$ cat src/rtl/calc_result_bcd.sv
// Sequential double-dabble binary-to-BCD converter with start/busy/done handshake.
// Optional two's-complement input handling is enabled by defining NEG_SIGN_EN.
module calc_result_bcd #(
  parameter int unsigned WIDTH  = 16,
  parameter int unsigned DIGITS = 5
) (
  input  logic                  clk,
  input  logic                  rst,
  input  logic                  start,
  input  logic [WIDTH-1:0]      bin_in,
  input  logic                  err_in,
  output logic [4*DIGITS-1:0]   bcd_out,
  output logic                  err_out,
  output logic                  neg_out,
  output logic                  busy,
  output logic                  done
);

  localparam int unsigned BCD_W = 4 * DIGITS;
  localparam int unsigned CNT_W = $clog2(WIDTH + 1);

  typedef enum logic [1:0] {
    IDLE = 2'd0,
    CONV = 2'd1,
    DONE = 2'd2
  } state_t;

  state_t             state_q, state_d;
  logic [WIDTH-1:0]   shift_q, shift_d;
  logic [BCD_W-1:0]   scratch_q, scratch_d;
  logic [BCD_W-1:0]   adj_c;
  logic [CNT_W-1:0]   cnt_q, cnt_d;
  logic               err_cap_q, err_cap_d;
  logic [BCD_W-1:0]   bcd_q, bcd_d;
  logic               err_q, err_d;
  logic               busy_q, busy_d;
  logic               done_q, done_d;
  logic [WIDTH-1:0]   mag_c;

`ifdef NEG_SIGN_EN
  logic               neg_cap_q, neg_cap_d;
  logic               neg_q, neg_d;

  // Convert the magnitude; the sign is carried separately to neg_out.
  assign mag_c   = bin_in[WIDTH-1] ? (~bin_in + WIDTH'(1)) : bin_in;
  assign neg_out = neg_q;
`else
  assign mag_c   = bin_in;
  assign neg_out = 1'b0;
`endif

  assign bcd_out = bcd_q;
  assign err_out = err_q;
  assign busy    = busy_q;
  assign done    = done_q;

  // Add-3 correction on every scratch digit that would overflow on doubling.
  always_comb begin
    adj_c = scratch_q;
    for (int i = 0; i < int'(DIGITS); i++) begin
      if (scratch_q[4*i +: 4] >= 4'd5) begin
        adj_c[4*i +: 4] = scratch_q[4*i +: 4] + 4'd3;
      end
    end
  end

  always_comb begin
    state_d   = state_q;
    shift_d   = shift_q;
    scratch_d = scratch_q;
    cnt_d     = cnt_q;
    err_cap_d = err_cap_q;
    bcd_d     = bcd_q;
    err_d     = err_q;
    busy_d    = busy_q;
    done_d    = 1'b0;
`ifdef NEG_SIGN_EN
    neg_cap_d = neg_cap_q;
    neg_d     = neg_q;
`endif

    unique case (state_q)
      IDLE: begin
        busy_d = 1'b0;
        if (start) begin
          shift_d   = mag_c;
          scratch_d = '0;
          cnt_d     = CNT_W'(WIDTH);
          err_cap_d = err_in;
`ifdef NEG_SIGN_EN
          neg_cap_d = bin_in[WIDTH-1];
`endif
          busy_d    = 1'b1;
          state_d   = CONV;
        end
      end
      CONV: begin
        scratch_d = {adj_c[BCD_W-2:0], shift_q[WIDTH-1]};
        shift_d   = {shift_q[WIDTH-2:0], 1'b0};
        cnt_d     = cnt_q - CNT_W'(1);
        if (cnt_q == CNT_W'(1)) begin
          busy_d  = 1'b0;
          state_d = DONE;
        end
      end
      DONE: begin
        // Only completed digits ever reach the output register.
        bcd_d   = err_cap_q ? {BCD_W{1'b1}} : scratch_q;
        err_d   = err_cap_q;
`ifdef NEG_SIGN_EN
        neg_d   = neg_cap_q;
`endif
        done_d  = 1'b1;
        state_d = IDLE;
      end
      default: begin
        busy_d  = 1'b0;
        state_d = IDLE;
      end
    endcase
  end

  always_ff @(posedge clk or posedge rst) begin
    if (rst) begin
      state_q   <= IDLE;
      shift_q   <= '0;
      scratch_q <= '0;
      cnt_q     <= '0;
      err_cap_q <= 1'b0;
      bcd_q     <= '0;
      err_q     <= 1'b0;
      busy_q    <= 1'b0;
      done_q    <= 1'b0;
    end else begin
      state_q   <= state_d;
      shift_q   <= shift_d;
      scratch_q <= scratch_d;
      cnt_q     <= cnt_d;
      err_cap_q <= err_cap_d;
      bcd_q     <= bcd_d;
      err_q     <= err_d;
      busy_q    <= busy_d;
      done_q    <= done_d;
    end
  end

`ifdef NEG_SIGN_EN
  always_ff @(posedge clk or posedge rst) begin
    if (rst) begin
      neg_cap_q <= 1'b0;
      neg_q     <= 1'b0;
    end else begin
      neg_cap_q <= neg_cap_d;
      neg_q     <= neg_d;
    end
  end
`endif

endmodule

$ cat config.mk
export PLATFORM = sky130hd
export DESIGN_NAME = calc_result_bcd
export DESIGN_NICKNAME = d
export VERILOG_FILES = /design/src/rtl/calc_result_bcd.sv
export SDC_FILE = /design/constraint.sdc
export NUM_CORES = 1
export LEC_CHECK = 0
export CORE_MARGIN = 2
export CORE_UTILIZATION = 50
export DETAILED_ROUTE_END_ITERATION = 8
export HOLD_SLACK_MARGIN = 0.02
export PLACE_DENSITY = 0.74
export SETUP_SLACK_MARGIN = 0.15
export SYNTH_ARGS = -nofsm -noshare
export SYNTH_HDL_FRONTEND = slang
export SYNTH_SLANG_ARGS = --single-unit
export TNS_END_PERCENT = 20
$ cat constraint.sdc
create_clock -name clk -period 2.3 [get_ports clk]
set_input_delay 0.575 -clock clk [delete_from_list [all_inputs] [get_ports clk]]
set_output_delay 0.575 -clock clk [all_outputs]
set_load 0.02 [all_outputs]
==> summary.txt, run 1 <==
most frequent cells in the layout: 67 x dfrtp_1, 62 x nand2_1, 42 x clkdlybuf4s50_1
Slew HR: 0.549
CP endpoint kind: primary output
Primary FF master, synth: dfrtp_1
met3 WL: 265 um
CTS tree: done
syn nets: 375
vias in the first global route: 2508
slew at the pin closest to its max-slew limit: 676 ps
Metal-1 WL: 2920 um
Critical Path Fanout Max: 3
CP Cell Sequence: clkdlybuf4s50_1
leakage power: 1.80 nW
total negative slack: 0 ps
die height: 85.8 um
Top Metal Used: met4
worst-case reg-to-reg path depth: 4
max-slew violation count: 0
CP Class: reg -> out
first-pass GRT wire length: 11200 um
Finish-stage setup viols: 0
CTS max path bufs: 2
Slowest cell on crit path: clkdlybuf4s50_1
Worst-Skew Late Latency: 340 ps
Distinct cells, synth: 34
final hold violation count: 0
number of remaining DRC errors: 0
DIE AREA: 7370 um2
initial antenna violation count: 0
Layout Utilization: 0.628
Remaining Overflow, GRT: 0
Tot GR Track Use: 0.194
adder-cell share of the synthesized area: 0.0448
fraction of registers with async set or reset after synthesis: 1.00
pin count of the biggest net entering global routing: 32
fmax: 519 MHz
First DRT Iteration DRCs: 90
status: finished clean
worst endpoint required time: 1730 ps
Synth Area in XOR/XNOR: 0.0235
via/cell ratio: 5.32
period utilization: 0.837
multi-input logic area: 1470 um2
register area share after synthesis: 0.501
Post-DP HPWL: 4330 um
Synth Area in Simple Gates: 0.162
final net count: 417
post-cts resize count: 0
yosys warns: 0
total length of routed met2 wires: 3000 um
Critical Path Start Type: flip-flop
mux cell area share after synthesis: 0.0213
Max H-tree Level: 3
via count: 2478
largest family of logic cells by synthesized area: compound AO/OA/AOI/OAI gates
Mapped Cells: 343
Storage cell area: 1680 um2
TritonCTS sink count: 67
CTS Hold Buffers Added: 0
register clock-pin slew on the reported worst setup and hold paths: 70 ps
syn avg cell area: 9.76 um2
total wire length: 6250 um
skew final: 4.01 ps
total CTS buffers: 9
antenna-violating nets left: 0
Final min period: 1930 ps
fraction of layout cells with a size suffix above 1: 0.136
Ports: 44
Synth Area in Compound Gates: 0.185
Hold Crit Class: reg -> reg
Initial Utilization: 0.521
CORE AREA: 6420 um2
Area Growth Syn to Fin: 20.5%
first-pass iteration count of the detailed router: 6
Wirelength per Cell: 13.4 um
RSZ-0062 raised after global routing: no
Critical Path Max Stage Delay: 620 ps
VDD IR max: 0.000661 V
hold depth: 2
mapped cell area: 3350 um2
fill count: 547
most common cell after layout, fill and taps aside: dfrtp_1
Post CTS Setup Buffer Count: 0
cell family with the largest share of critical-path delay: buffers and inverters
global placer's final weighted congestion: 0.775
clock root buffer: clkbuf_8
cell area power density: 1390 nW/um2
Die Width: 85.8 um
antenna cell count: 0
Critical Path Stages: 1
# rows: 29
WP data arrival: 1350 ps
number of synthesized flops with an enable pin: 0
Worst Path Buf+Inv: 1
Port Buf Inserts: 42
Max-cap violations: 0
flops & latches, synth: 67
path summary, 6_finish.rpt:
kind / slack [ps] / start / end
min in group asynchronous: 590 / rst / shift_q[3]
max in group asynchronous: 1240 / rst / bcd_out[1]
worst max-delay path: 370 / busy / busy
worst max register to register: 650 / state_q[1] / cnt_q[3]
worst min register to register: 480 / shift_q[9] / shift_q[9]
worst min-delay path: 480 / shift_q[9] / shift_q[9]
cell type report:
type	count	share of cell area
Sequential cell	67	0.416
Timing Repair Buffer	51	0.127
Clock inverter	1	0.00744
Clock buffer	14	0.0453
Tap cell	77	0.0239
Multi-Input combinational cell	240	0.364
Inverter	16	0.0171
state kept, by name, indices dropped and copies added, names as in the netlist:
name / count
bcd_out: 20
scratch_q: 20
shift_q: 16
cnt_q: 5
state_q: 2
busy: 1
done: 1
err_cap_q: 1
err_out: 1
layer usage:
metal / vias to the layer above / global-route usage
met4: 0 / 0.0649
li1: 1242 / -
met2: 51 / 0.323
met5: - / 0
met3: 6 / 0.0500
met1: 1179 / 0.246
cells by family after synthesis:
group / after synthesis
xor+xnor: 9
other cells: 1
buf+inv: 36
mux: 7
simple gates: 118
fa+ha+maj: 12
flops: 67
compound gates: 93
metrics by stage:
step                instances  hold WS (ps)  instance area [um2]  setup slack [ps]  total power, mW
finish                    466           477                 4040               375             5.62
CTS                       466           480                 4040               362             5.69
global route              466           498                 4040               309             6.11
floorplan                 343           442                 3350               960             3.92
global placement          451           454                 3820               499             4.55
detailed placement        451           465                 3820               468             4.65
synthesized netlist by cell type, types with 6 or more instances:
| master | instances | area [um2] |
|---|---|---|
| dfrtp_1 | 67 | 1680 |
| nand2_1 | 62 | 233 |
| o21ai_0 | 36 | 180 |
| nor2_1 | 22 | 82.6 |
| a31oi_1 | 20 | 125 |
| o21ai_2 | 19 | 166 |
| inv_1 | 15 | 56.3 |
| and2_1 | 14 | 87.6 |
| ha_1 | 12 | 150 |
| nor3b_1 | 7 | 52.6 |
| a22o_1 | 6 | 52.6 |
| buf_2 | 6 | 30.0 |
| buf_6 | 6 | 67.6 |
| mux2i_1 | 6 | 60.1 |
| xnor2_1 | 6 | 52.6 |
worst reg2reg max path: cells and delay by family (launching register included):
| family | cells | cell delay, ps |
|---|---|---|
| buffers and inverters | 1 | 200 |
| muxes | 1 | 230 |
| DFF | 1 | 550 |
| and+or+nand+nor | 2 | 590 |
report_power, final:
group	leakage, nW	switching (mW)	internal (mW)
clock network	0.109	0.407	0.614
registers	0.846	0.462	1.69
logic	0.844	1.28	1.17
total	1.80	2.14	3.48
Note: power is estimated with default switching activity, not from simulation.
==> run 2: changes to the inputs <==
CORE_UTILIZATION = 55   (was 50)
PLACE_DENSITY = 0.78   (was 0.74)
clock period = 1.81 ns   (was 2.3 ns; I/O delays follow)
==> run 2 against run 1 <==
Cell area fell by 0.34%. Wire length increased by 4.7%. Sequential share of layout area rose by 0.14 points. Clock skew grew 3.5 ps. Critical path depth unchanged. Clock-buffer cell count down 1. Power up 25%. Worst hold slack worse by 1.7 ps. Critical path type unchanged. Critical endpoint is now bcd_out[6]. Highest routed layer unchanged.
==> summary.txt, run 2 (synthesis gave the netlist of run 1 again) <==
most frequent cells in the layout: 67 x dfrtp_1, 62 x nand2_1, 36 x o21ai_0
# rows: 28
Wirelength per Cell: 14.1 um
hold depth: 2
global placer's final weighted congestion: 0.766
via count: 2484
clock root buffer: clkbuf_8
worst hold start: shift_q[10]
pin count of the biggest net entering global routing: 68
CTS Hold Buffers Added: 0
first-pass iteration count of the detailed router: 4
via/cell ratio: 5.34
die height: 82.0 um
initial antenna violation count: 0
WHS Endpoint: shift_q[10]
total wire length: 6550 um
fmax: 575 MHz
Port Buf Inserts: 42
antenna-violating nets left: 0
Hold Crit Class: reg -> reg
Worst Path Buf+Inv: 1
WP data arrival: 1290 ps
DIE AREA: 6730 um2
CORE AREA: 5890 um2
VDD IR max: 0.00106 V
slew at the pin closest to its max-slew limit: 745 ps
Initial Utilization: 0.569
Finished Cell Area: 4020 um2
CTS tree: done
capturing point of the worst reg2reg path: scratch_q[2]
skew final: 7.53 ps
vias in the first global route: 2475
Critical Path Stages: 1
fraction of layout cells with a size suffix above 1: 0.138
Slowest cell on crit path: clkdlybuf4s50_1
CTS max path bufs: 2
period utilization: 0.961
most common cell after layout, fill and taps aside: dfrtp_1
Post CTS Setup Buffer Count: 0
final hold violation count: 0
Critical Path Fanout Max: 2
Tot GR Track Use: 0.225
worst endpoint required time: 1360 ps
Remaining Overflow, GRT: 0
cell area power density: 1750 nW/um2
total negative slack: 0 ps
CP Class: reg -> out
Max-cap violations: 0
total CTS buffers: 9
Die Width: 82.0 um
Critical Path Max Stage Delay: 600 ps
number of remaining DRC errors: 0
Slew HR: 0.503
final net count: 418
Max H-tree Level: 3
Finish-stage setup viols: 0
Post-DP HPWL: 4330 um
Reg2Reg Setup Slack: 300 ps
CP endpoint kind: primary output
Critical Path Start Type: flip-flop
RR Startpoint: scratch_q[0]
status: finished clean
max-slew violation count: 0
Layout Utilization: 0.683
TritonCTS sink count: 67
register clock-pin slew on the reported worst setup and hold paths: 70 ps
First DRT Iteration DRCs: 173
Worst Hold Slack: 475 ps
Ports: 44
cell family with the largest share of critical-path delay: buffers and inverters
CP Cell Sequence: clkdlybuf4s50_1
RSZ-0062 raised after global routing: yes
leakage power: 1.84 nW
antenna cell count: 0
area of placed instances: 3840 um2
fill count: 464
Worst-Skew Late Latency: 330 ps
first-pass GRT wire length: 11500 um
Final min period: 1740 ps
Area Growth Syn to Fin: 20.1%
worst-case reg-to-reg path depth: 6
run 2: cell types whose count changed in the layout (fill, tap and decap cells not counted), sizes merged:
cell           previous run  this run
clkdlybuf4s50            42        35
dlygate4sd2               0         4
dlymetal6s2s              0         3
clkinv                    0         2
buf                       9        10
bufinv                    1         0
clkbuf                   14        13
run 2: how the worst max path moves through the flow:
stage | startpoint | endpoint | slack (ps)
floorplan | scratch_q[16] | scratch_q[18] | 490
global placement | start | shift_q[0] | 70
detailed placement | start | shift_q[15] | 5
CTS | bcd_out[6] | bcd_out[6] | 60
global route | bcd_out[6] | bcd_out[6] | 20
finish | bcd_out[6] | bcd_out[6] | 70
run 2: through the flow:
| step | setup slack, ps | total power, mW | std cells |
|---|---|---|---|
| after CTS | 61.9 | 7.11 | 465 |
| after detailed placement | 5.02 | 6.00 | 450 |
| after floorplan | 489 | 4.98 | 343 |
| after global routing | 21.5 | 7.65 | 465 |
| after global placement | 65.6 | 5.84 | 450 |
| final | 70.9 | 7.04 | 465 |
run 2: report_power, final:
part,leakage (nW),internal (mW),total [mW],switching (mW)
registers,0.846,2.15,2.73,0.587
clock network,0.0953,0.599,1.13,0.535
logic,0.895,1.50,3.18,1.68
total,1.84,4.24,7.04,2.80
run 2: what timing repair did:
| item | in CTS | in global routing |
|---|---|---|
| resized for setup | 4 | 3 |
| setup endpoints to repair | 23 | 19 |
| cloned | 0 | 0 |
run 2: cell type report:
type | count | area (um2) | share of cell area
flip-flops and latches | 67 | 1680 | 0.417
multi-input cells | 240 | 1470 | 0.365
repair buffers | 52 | 536 | 0.133
clock buffers | 13 | 169 | 0.0420
well taps | 75 | 93.8 | 0.0233
inverters | 16 | 68.8 | 0.0171
clock inverters | 2 | 10.0 | 0.00249
run 2: routing by layer:
metal  wire length [um]  part of all wire  vias to the layer above  GRT usage
li1                   -                 -                     1241          -
met1               3030              0.46                     1190      0.287
met2               3220              0.49                       45      0.376
met3                199             0.030                        8     0.0418
met4                106             0.016                        0     0.0917
met5                  0                 0                        -          0
